--- src/rtl/shift_seq_ctrl.sv ---
// Command sequencer for param_shift_direct_parallel_reg: one parallel load, then N shifts,
// optional ping-pong direction. Optional abort input when SHIFT_SEQ_ABORT_EN is defined.
module shift_seq_ctrl #(
    parameter int WIDTH = 4,
    parameter int CNT_W = 8
) (
    input  logic             clk,
    input  logic             rst_n,
    input  logic             cmd_valid,
    output logic             cmd_ready,
    input  logic [WIDTH-1:0] cmd_pattern,
    input  logic [CNT_W-1:0] cmd_count,
    input  logic             cmd_dir,
    input  logic             cmd_bounce,
`ifdef SHIFT_SEQ_ABORT_EN
    input  logic             abort,
`endif
    output logic             we_n,
    output logic             direction,
    output logic [WIDTH-1:0] par_in,
    output logic             busy,
    output logic             done
);

    localparam int LEG_W = (WIDTH > 2) ? $clog2(WIDTH - 1) : 1;
    localparam logic [LEG_W-1:0] LEG_MAX = LEG_W'(WIDTH - 2);

    typedef enum logic [1:0] {IDLE, LOAD, SHIFT, DONE} state_t;

    state_t           state, state_nxt;
    logic [CNT_W-1:0] rem;
    logic [LEG_W-1:0] leg;
    logic             bounce;
    logic             accept;
    logic             abort_hit;
    logic             shift_step;

`ifdef SHIFT_SEQ_ABORT_EN
    assign abort_hit = abort && (state == LOAD || state == SHIFT);
`else
    assign abort_hit = 1'b0;
`endif

    always_comb begin
        state_nxt  = state;
        accept     = 1'b0;
        shift_step = 1'b0;
        case (state)
            IDLE: if (cmd_valid) begin
                accept    = 1'b1;
                state_nxt = LOAD;
            end
            LOAD: begin
                if (abort_hit || rem == '0) state_nxt = DONE;
                else                        state_nxt = SHIFT;
            end
            SHIFT: begin
                shift_step = !abort_hit;
                if (abort_hit || rem == CNT_W'(1)) state_nxt = DONE;
            end
            DONE: begin
                // Back-to-back: a waiting command is taken at the edge closing DONE.
                if (cmd_valid) begin
                    accept    = 1'b1;
                    state_nxt = LOAD;
                end else begin
                    state_nxt = IDLE;
                end
            end
            default: state_nxt = IDLE;
        endcase
    end

    always_ff @(posedge clk or negedge rst_n) begin
        if (!rst_n) state <= IDLE;
        else        state <= state_nxt;
    end

    always_ff @(posedge clk or negedge rst_n) begin
        if (!rst_n) begin
            par_in    <= '0;
            direction <= 1'b0;
            rem       <= '0;
            leg       <= '0;
            bounce    <= 1'b0;
        end else if (accept) begin
            par_in    <= cmd_pattern;
            direction <= cmd_dir;
            rem       <= cmd_count;
            leg       <= '0;
            bounce    <= cmd_bounce;
        end else if (abort_hit) begin
            rem <= '0;
        end else if (shift_step) begin
            rem <= rem - CNT_W'(1);
            // A leg is WIDTH-1 shifts long; the light reaches the far end and turns.
            if (leg == LEG_MAX) begin
                leg <= '0;
                if (bounce) direction <= ~direction;
            end else begin
                leg <= leg + LEG_W'(1);
            end
        end
    end

    assign we_n      = (state != LOAD);
    assign busy      = (state != IDLE);
    assign done      = (state == DONE);
    assign cmd_ready = (state == IDLE) || (state == DONE);

endmodule
--- config.mk ---
export PLATFORM = sky130hd
export DESIGN_NAME = shift_seq_ctrl
export DESIGN_NICKNAME = d
export VERILOG_FILES = /design/src/rtl/shift_seq_ctrl.sv
export SDC_FILE = /design/constraint.sdc
export NUM_CORES = 1
export LEC_CHECK = 0
export BUFFER_PORTS_ARGS = -buffer_cell sky130_fd_sc_hd__clkbuf_2
export CAP_MARGIN = 40
export CELL_PAD_IN_SITES_DETAIL_PLACEMENT = 0
export CELL_PAD_IN_SITES_GLOBAL_PLACEMENT = 1
export CORE_ASPECT_RATIO = 1.1
export CORE_UTILIZATION = 41
export CTS_CLUSTER_DIAMETER = 120
export DETAILED_ROUTE_END_ITERATION = 8
export PLACE_DENSITY = 0.92
export SETUP_SLACK_MARGIN = 0.1
export SLEW_MARGIN = 40
export SYNTH_ARGS = -nofsm -noshare
export SYNTH_HDL_FRONTEND = slang
export SYNTH_SLANG_ARGS = --single-unit
--- constraint.sdc ---
create_clock -name clk -period 3.7 [get_ports clk]
set_input_delay 0.37 -clock clk [delete_from_list [all_inputs] [get_ports clk]]
set_output_delay 0.37 -clock clk [all_outputs]
set_load 0.005 [all_outputs]
==> impl_metrics.env, run 1 <==
export IMPL_status="complete, but fails checks"
export IMPL_violations="negative hold slack"
export IMPL_cts_resized=0
export IMPL_synth_compound_area_frac=0.108
export IMPL_cp_end_kind="flip-flop"
export IMPL_critical_path_required_ns=3.92
export IMPL_timing_rr_start="state[0]"
export IMPL_synthXorXnorAreaFrac=0.0262
export IMPL_synth_top_family_by_area="simple AND/OR/NAND/NOR gates"
export IMPL_drtAntennaViolNets=0
export IMPL_synth_edff_count=0
export IMPL_die_y_um=53.8
export IMPL_yosys_area_share_simple=0.244
export IMPL_place_ws_ns=1.55
export IMPL_antenna_found_initial=0
export IMPL_clock_tree_buffer_depth=2
export IMPL_synthTopCellsByArea="dfrtp_1 45%, ha_1 10%, nand2_1 8.6%"
export IMPL_dpl_cell_area_um2=1150
export IMPL_cts_setup_buffers=0
export IMPL_cts_sinks=18
export IMPL_yosys_warnings=0
export IMPL_syn_nets=131
export IMPL_dieArea_um2=2640
export IMPL_yosysSeqAreaShare=0.450
export IMPL_ys_types=30
export IMPL_yosys_area_top_type_share=0.450
export IMPL_grt_pass1_wl_um=3070
export IMPL_postSynthCellCount=106
export IMPL_design_area_um2=1190
export IMPL_remaining_drc_errors=0
export IMPL_synth_most_common_cell="nand2_1"
export IMPL_htree_levels=1
export IMPL_grt_max_degree=19
export IMPL_ys_ff_latch=18
export IMPL_tns_ns=0
export IMPL_routed_wl_um=1900
export IMPL_nets=157
export IMPL_hold_viol_final=18
export IMPL_hpwl_um=1480
export IMPL_fill_cells=223
export IMPL_setup_ws_ns=1.52
export IMPL_drive_gt1_frac=0.260
export IMPL_design_portCount=26
export IMPL_grtUsageTotal=0.155
export IMPL_synth_mux_area_frac=0.0313
export IMPL_hold_buffers=0
export IMPL_syn_area_um2=1000
export IMPL_rsz0062_at_grt="false"
export IMPL_area_delta_synth_final_pct=18.6
export IMPL_async_flop_share=1.00
export IMPL_r2r_cells=5
export IMPL_rows=18
export IMPL_post_synth_top_area_cell="dfrtp_1"
export IMPL_peakVddDrop_mv=0.451
export IMPL_r2r_end="rem[5]"
export IMPL_hold_path_class="input port to asynchronous set/reset pin"
export IMPL_worst_ep_arrival_time_ns=2.40
export IMPL_path_delay_family="simple AND/OR/NAND/NOR gates"
export IMPL_power_density_nw_per_um2=833
export IMPL_gp_congestion=0.773
export IMPL_worst_pin_slew_ns=0.597
export IMPL_initial_core_util=0.440
export IMPL_crit_type="flip-flop to flip-flop"
export IMPL_final_setup_skew_ns=0.00189
export IMPL_synth_main_ff_cell="dfrtp_1"
export IMPL_grt_pass1_vias=701
export IMPL_critical_path_max_stage_delay_ns=0.55
export IMPL_slowest_stage="or4b_4"
export IMPL_core_area_um2=2270
export IMPL_rrSetupSlack_ns=1.52
export IMPL_startpoint_type="flip-flop"
export IMPL_relSlewSlack=0.600
export IMPL_drt_iter0_drc=7
export IMPL_power_leakage_nw=0.576
export IMPL_period_minus_slack_ns=2.18
export IMPL_cts_root_buf="clkbuf_4"
export IMPL_path_max_fanout=12
export IMPL_fmaxAchievable_mhz=459
export IMPL_n_antenna_cell=0
export IMPL_synth_common_cells="23 x nand2_1, 18 x dfrtp_1, 8 x ha_1"
export IMPL_syn_area_per_cell_um2=9.44
export IMPL_place_port_buffers=25
export IMPL_first_pass_iters=4
export IMPL_cts_made_buffers=3
export IMPL_setup_violations=0
export IMPL_hold_ws_ns=-0.00800
export IMPL_gr_total_overflow=0
export IMPL_tritoncts="done"
export IMPL_clock_latency_ns=0.29
export IMPL_vias_per_cell=4.99
export IMPL_maxSlewViolCount=0
export IMPL_synthAdderAreaFrac=0.100
export IMPL_wire_per_inst_um=11.8
export IMPL_period_share=0.589
export IMPL_cap_violations=0
export IMPL_die_w_um=49.1
export IMPL_path_buf_inv=1
export IMPL_path_cells="inv_1 > ha_1 > or4b_4 > or4_1 > a31oi_1"
export IMPL_vias=803
export IMPL_cts_reportedPaths_clkPinSlew_ns=0.10
## how the worst max path moves through the flow
stage | from | to | slack [ns] | depth (start not counted)
after floorplan | state[0] | rem[5] | 1.93 | 5
after global placement | state[0] | rem[5] | 1.63 | 5
after detailed placement | state[0] | rem[5] | 1.55 | 5
after CTS | state[0] | rem[5] | 1.52 | 5
after global routing | state[0] | rem[5] | 1.38 | 5
final | state[0] | rem[5] | 1.52 | 5
## cell families (layout without fill, tap and decap cells)
family / Yosys count / in the layout
adder cells (fa/ha/maj): 8 / 8
XOR/XNOR: 3 / 3
AO/OA/AOI/OAI: 16 / 16
AND/OR/NAND/NOR: 47 / 47
buffers and inverters: 11 / 36
multiplexers: 3 / 3
flip-flops: 18 / 18
## flip-flops by register name, summed over array words and instances (netlist names)
register / cells
bounce: 1
state: 2
direction: 1
rem: 8
par_in: 4
leg: 2
## cells in the final DEF (no fill, tap or decap), drive strengths merged, types with 2 or more instances in the layout
cell type,n
clkbuf,29
nand2,23
dfrtp,18
ha,8
inv,7
nor2,6
or4,5
o21ai,4
a31oi,3
nand3b,2
or3,2
nand2b,2
o211ai,2
nand3,2
xor2,2
a21oi,2
mux2i,2
nor2b,2
## cell type report
type,count,area (µm²),share of cell area
Sequential cell,18,450,0.379
Clock buffer,4,36.3,0.0306
Multi-Input combinational cell,77,512,0.431
Inverter,7,26.3,0.0221
Tap cell,30,37.5,0.0316
Timing Repair Buffer,25,125,0.105
## worst reg2reg max path, stage by stage (launching register included)
cell and delay (ns):
dfrtp_1 0.43, inv_1 0.12, ha_1 0.43, or4b_4 0.55, or4_1 0.40, a31oi_1 0.18
## metal layers
| layer | routed length [µm] | global-route usage |
|---|---|---|
| met2 | 969 | 0.269 |
| met1 | 835 | 0.193 |
| met3 | 71 | 0.0395 |
| met5 | 0 | 0 |
| met4 | 21 | 0.0441 |
## power breakdown
part	leakage, nW	total, mW	internal (mW)	switching (mW)
clock	0.0210	0.122	0.0600	0.0616
combinational	0.339	0.479	0.221	0.258
sequential	0.217	0.389	0.298	0.0903
total	0.576	0.990	0.580	0.410
## per-stage QoR
stage	utilization	total power [mW]	instances
after floorplan	-	0.725	106
after global placement	0.505	0.846	157
after detailed placement	0.506	0.881	157
after CTS	0.522	1.00	161
after global routing	0.522	1.09	161
final	0.522	0.990	161
No activity file was read; power rests on OpenSTA's default activity.
==> run 2, diff against run 1 <==
- CORE_UTILIZATION: 41 -> 34
- PLACE_DENSITY: 0.92 -> 0.83
- clock period: 3.7 -> 2 ns (I/O delays scaled with it)
==> impl_metrics.env, run 2 (synthesis results as in run 1) <==
export IMPL_vias=823
export IMPL_cts_root_buf="clkbuf_4"
export IMPL_cts_reportedPaths_clkPinSlew_ns=0.10
export IMPL_htree_levels=1
export IMPL_wire_per_inst_um=11.6
export IMPL_grtUsageTotal=0.149
export IMPL_period_share=0.927
export IMPL_finalPower_mw=1.90
export IMPL_worstHoldStart="cmd_bounce"
export IMPL_crit_type="flip-flop to flip-flop"
export IMPL_dp_cells=163
export IMPL_cap_violations=0
export IMPL_rsz0062_at_grt="true"
export IMPL_grt_pass1_wl_um=3350
export IMPL_worst_pin_slew_ns=0.559
export IMPL_hold_viol_final=0
export IMPL_cts_made_buffers=3
export IMPL_r2r_end="rem[5]"
export IMPL_status="completed"
export IMPL_antenna_found_initial=0
export IMPL_clock_tree_buffer_depth=2
export IMPL_place_port_buffers=25
export IMPL_period_minus_slack_ns=1.85
export IMPL_core_area_um2=2780
export IMPL_final_cell_mix="25 x clkbuf_2, 23 x nand2_1, 18 x dfrtp_1, 7 x ha_1"
export IMPL_clock_latency_ns=0.29
export IMPL_r2r_cells=5
export IMPL_n_antenna_cell=0
export IMPL_setup_violations=0
export IMPL_critical_path_required_ns=2.22
export IMPL_tritoncts="done"
export IMPL_path_max_fanout=5
export IMPL_remaining_drc_errors=0
export IMPL_utilization=0.445
export IMPL_routed_wl_um=1960
export IMPL_startpoint_type="flip-flop"
export IMPL_tns_ns=0
export IMPL_grt_pass1_vias=770
export IMPL_first_pass_iters=4
export IMPL_design_portCount=26
export IMPL_drtAntennaViolNets=0
export IMPL_cp_end_kind="flip-flop"
export IMPL_drt_iter0_drc=12
export IMPL_hold_ws_ns=0.0904
export IMPL_rows=20
export IMPL_vias_per_cell=4.87
export IMPL_min_path_cells=3
export IMPL_final_cells=169
export IMPL_fill_cells=274
export IMPL_dieArea_um2=3170
export IMPL_hold_path_class="input port to flip-flop"
export IMPL_cts_sinks=18
export IMPL_reg_top3="rem (8), par_in (4)"
export IMPL_layout_commonest_cell="clkbuf_2"
export IMPL_gr_total_overflow=0
export IMPL_top_register="rem"
export IMPL_holdPathEnd="bounce"
export IMPL_maxSlewViolCount=0
export IMPL_nets=162
export IMPL_grt_max_degree=19
export IMPL_peakVddDrop_mv=0.593
export IMPL_rrSetupSlack_ns=0.15
export IMPL_worst_ep_arrival_time_ns=2.07
export IMPL_area_delta_synth_final_pct=23.5
export IMPL_initial_core_util=0.360
export IMPL_seqCellArea_um2=450
export IMPL_multi_input_area_um2=517
export IMPL_die_w_um=53.7
export IMPL_largest_register_ffs=8
export IMPL_die_y_um=58.9
export IMPL_timing_rr_start="state[0]"
export IMPL_fmaxAchievable_mhz=540
export IMPL_drive_gt1_frac=0.294
export IMPL_power_leakage_nw=0.598
export IMPL_power_density_nw_per_um2=1540
export IMPL_final_setup_skew_ns=0.00271
export IMPL_relSlewSlack=0.627
export IMPL_hpwl_um=1490
export IMPL_gp_congestion=0.750
-- run 2: cell types whose count changed in the layout (fill, tap and decap cells not counted) --
cell / change
inv_1: -1
buf_4: +4
nor2b_1: +1
a211oi_2: +1
dlygate4sd3_1: +1
inv_2: +1
a211oi_1: -1
nor2b_2: -1
ha_2: +1
ha_1: -1
-- run 2: stage by stage --
| stage | area (µm²) | setup WS [ns] |
|---|---|---|
| detailed placement | 1170 | 0.160 |
| global placement | 1170 | 0.216 |
| floorplan | 1000 | 0.231 |
| finish | 1240 | 0.147 |
| CTS | 1220 | 0.120 |
| global route | 1240 | 0.0770 |
-- run 2: layout make-up --
type	count	area share
inverter	7	0.0213
clock buffer	4	0.0294
timing repair buffer	30	0.134
sequential	18	0.364
multi-input combinational	77	0.418
tap	33	0.0334
-- run 2: where the power goes --
part           total (mW)  internal (mW)  switching [mW]
sequential          0.716          0.552           0.164
clock               0.223          0.111           0.112
combinational       0.962          0.464           0.498
-- run 2: worst max path at each step --
stage | endpoint | slack (ns) | cells past startpoint | start
global route | rem[5] | 0.08 | 5 | state[0]
floorplan | rem[5] | 0.23 | 5 | state[0]
detailed placement | rem[5] | 0.16 | 5 | state[0]
global placement | rem[5] | 0.22 | 5 | state[0]
CTS | rem[5] | 0.12 | 5 | state[0]
finish | rem[5] | 0.15 | 5 | state[0]
-- run 2: repair_timing --
action,4_1_cts,5_1_grt
setup buffers,0,1
hold endpoints to repair,18,0
endpoints found under the setup margin,0,3
hold buffers,1,0
gates resized for setup,0,3
-- run 2: metal layers --
metal	wire length, µm	share of wire	vias up	GRT usage
met5	0	0	-	0
met4	50	0.025	0	0.0789
met1	846	0.43	374	0.189
met2	1010	0.51	15	0.233
li1	-	-	428	-
met3	57	0.029	6	0.0310
-- run 2: worst max-delay path, stage by stage (launching register included) --
cell and delay (ns):
dfrtp_1 0.43, inv_2 0.09, ha_2 0.17, or4b_4 0.49
or4_1 0.41, a31oi_1 0.18
==> run 3, diff against run 2 <==
- SETUP_SLACK_MARGIN: 0.1 -> 0.4
==> impl_metrics.env, run 3 (synthesis results as in run 1) <==
export IMPL_layout_commonest_cell="clkbuf_2"
export IMPL_first_pass_iters=4
export IMPL_dieArea_um2=3170
export IMPL_drive_gt1_frac=0.355
export IMPL_wire_per_inst_um=12.4
export IMPL_hold_path_class="input port to flip-flop"
export IMPL_tritoncts="done"
export IMPL_n_antenna_cell=0
export IMPL_power_density_nw_per_um2=1570
export IMPL_cts_made_buffers=3
export IMPL_fmaxAchievable_mhz=572
export IMPL_nets=167
export IMPL_gr_total_overflow=0
export IMPL_period_minus_slack_ns=1.75
export IMPL_htree_levels=1
export IMPL_reg_top3="rem (8), par_in (4)"
export IMPL_drtAntennaViolNets=0
export IMPL_setup_violations=0
export IMPL_status="completed"
export IMPL_design_portCount=26
export IMPL_slowest_stage="or4_4"
export IMPL_vias_per_cell=4.87
export IMPL_vias=847
export IMPL_tns_ns=0
export IMPL_startpoint_type="flip-flop"
export IMPL_cts_sinks=18
export IMPL_worst_ep_arrival_time_ns=1.96
export IMPL_hold_viol_final=0
export IMPL_area_delta_synth_final_pct=32.9
export IMPL_clock_latency_ns=0.29
export IMPL_maxSlewViolCount=0
export IMPL_place_port_buffers=25
export IMPL_peakVddDrop_mv=0.582
export IMPL_routed_wl_um=2150
export IMPL_clock_tree_buffer_depth=2
export IMPL_cts_reportedPaths_clkPinSlew_ns=0.11
export IMPL_rows=20
export IMPL_power_leakage_nw=0.631
export IMPL_grt_pass1_vias=780
export IMPL_hpwl_um=1490
export IMPL_drt_iter0_drc=13
export IMPL_cts_root_buf="clkbuf_4"
export IMPL_final_setup_skew_ns=0.00330
export IMPL_die_y_um=58.9
export IMPL_critical_path_max_stage_delay_ns=0.55
export IMPL_period_share=0.874
export IMPL_utilization=0.479
export IMPL_dp_cells=162
export IMPL_relSlewSlack=0.695
export IMPL_initial_core_util=0.360
export IMPL_largest_register_ffs=8
export IMPL_gp_congestion=0.757
export IMPL_final_cell_mix="25 x clkbuf_2, 23 x nand2_1, 18 x dfrtp_1, 9 x buf_4, 6 x nor2_1"
export IMPL_remaining_drc_errors=0
export IMPL_cp_end_kind="flip-flop"
export IMPL_grtUsageTotal=0.144
export IMPL_crit_type="flip-flop to flip-flop"
export IMPL_core_area_um2=2780
export IMPL_antenna_found_initial=0
export IMPL_rsz0062_at_grt="true"
export IMPL_grt_pass1_wl_um=3370
export IMPL_final_cells=174
export IMPL_path_max_fanout=7
export IMPL_die_w_um=53.7
export IMPL_path_cells="or4_4 > or4_1 > a2bb2oi_1"
export IMPL_cap_violations=0
export IMPL_worst_pin_slew_ns=0.458
export IMPL_critical_path_required_ns=2.21
export IMPL_top_register="rem"
export IMPL_grt_max_degree=19
run 3: cell types whose count changed in the layout (fill, tap and decap cells not counted), sizes merged:
cell / previous run / this run
buf: 4 / 9
run 3: critical path: cells and delay by family, from the launching register on:
kind | cells | cell delay, ns
simple gates | 2 | 1.05
compound gates | 1 | 0.17
flops | 1 | 0.46
run 3: timing repair:
item	CTS	global route
pin swaps	2	3
buffers inserted	4	3
setup endpoints to repair	10	15
resized for setup	4	6
endpoints found under the hold margin	18	0
hold buffers	1	0
run 3: power breakdown:
part	switching [mW]	total [mW]	internal (mW)
Clock	0.112	0.223	0.111
Combinational	0.567	1.14	0.577
Sequential	0.175	0.727	0.552
Total	0.854	2.09	1.24
run 3: layer usage:
| metal | global-route usage | up-vias | share of wire | wire length (µm) |
|---|---|---|---|---|
| met5 | 0 | - | 0 | 0 |
| met4 | 0.0564 | 0 | 0.0098 | 21 |
| met3 | 0.0155 | 2 | 0.020 | 44 |
| met2 | 0.249 | 12 | 0.54 | 1170 |
| met1 | 0.179 | 396 | 0.42 | 914 |
| li1 | - | 437 | - | - |
run 3: stage by stage:
stage	hold slack [ns]	total power [mW]	area (µm²)	worst slack [ns]
detailed placement	0.173	1.67	1180	0.216
finish	0.0974	2.09	1330	0.252
global route	0.0996	2.29	1330	0.188
floorplan	-0.0956	1.37	1020	0.275
CTS	0.0790	1.98	1270	0.265
global placement	0.160	1.63	1180	0.261
run 3: area by class of cell:
class / count / area (µm²)
repair buffers: 35 / 203
fillers: 262 / 1450
multi-input cells: 77 / 573
clock buffers: 4 / 36.3
flip-flops and latches: 18 / 450
inverters: 7 / 26.3
well taps: 33 / 41.3
run 3: worst paths after layout:
path | depth (start not counted) | start | endpoint | slack (ns)
max in group asynchronous | 2 | rst_n | rem[5] | 1.31
hold reg to reg | 2 | par_in[3] | par_in[3] | 0.49
setup / recovery | 3 | rem[4] | state[0] | 0.25
hold / removal | 3 | cmd_pattern[3] | par_in[3] | 0.1
min in group asynchronous | 2 | rst_n | par_in[2] | 0.38
setup reg to reg | 3 | rem[4] | state[0] | 0.25
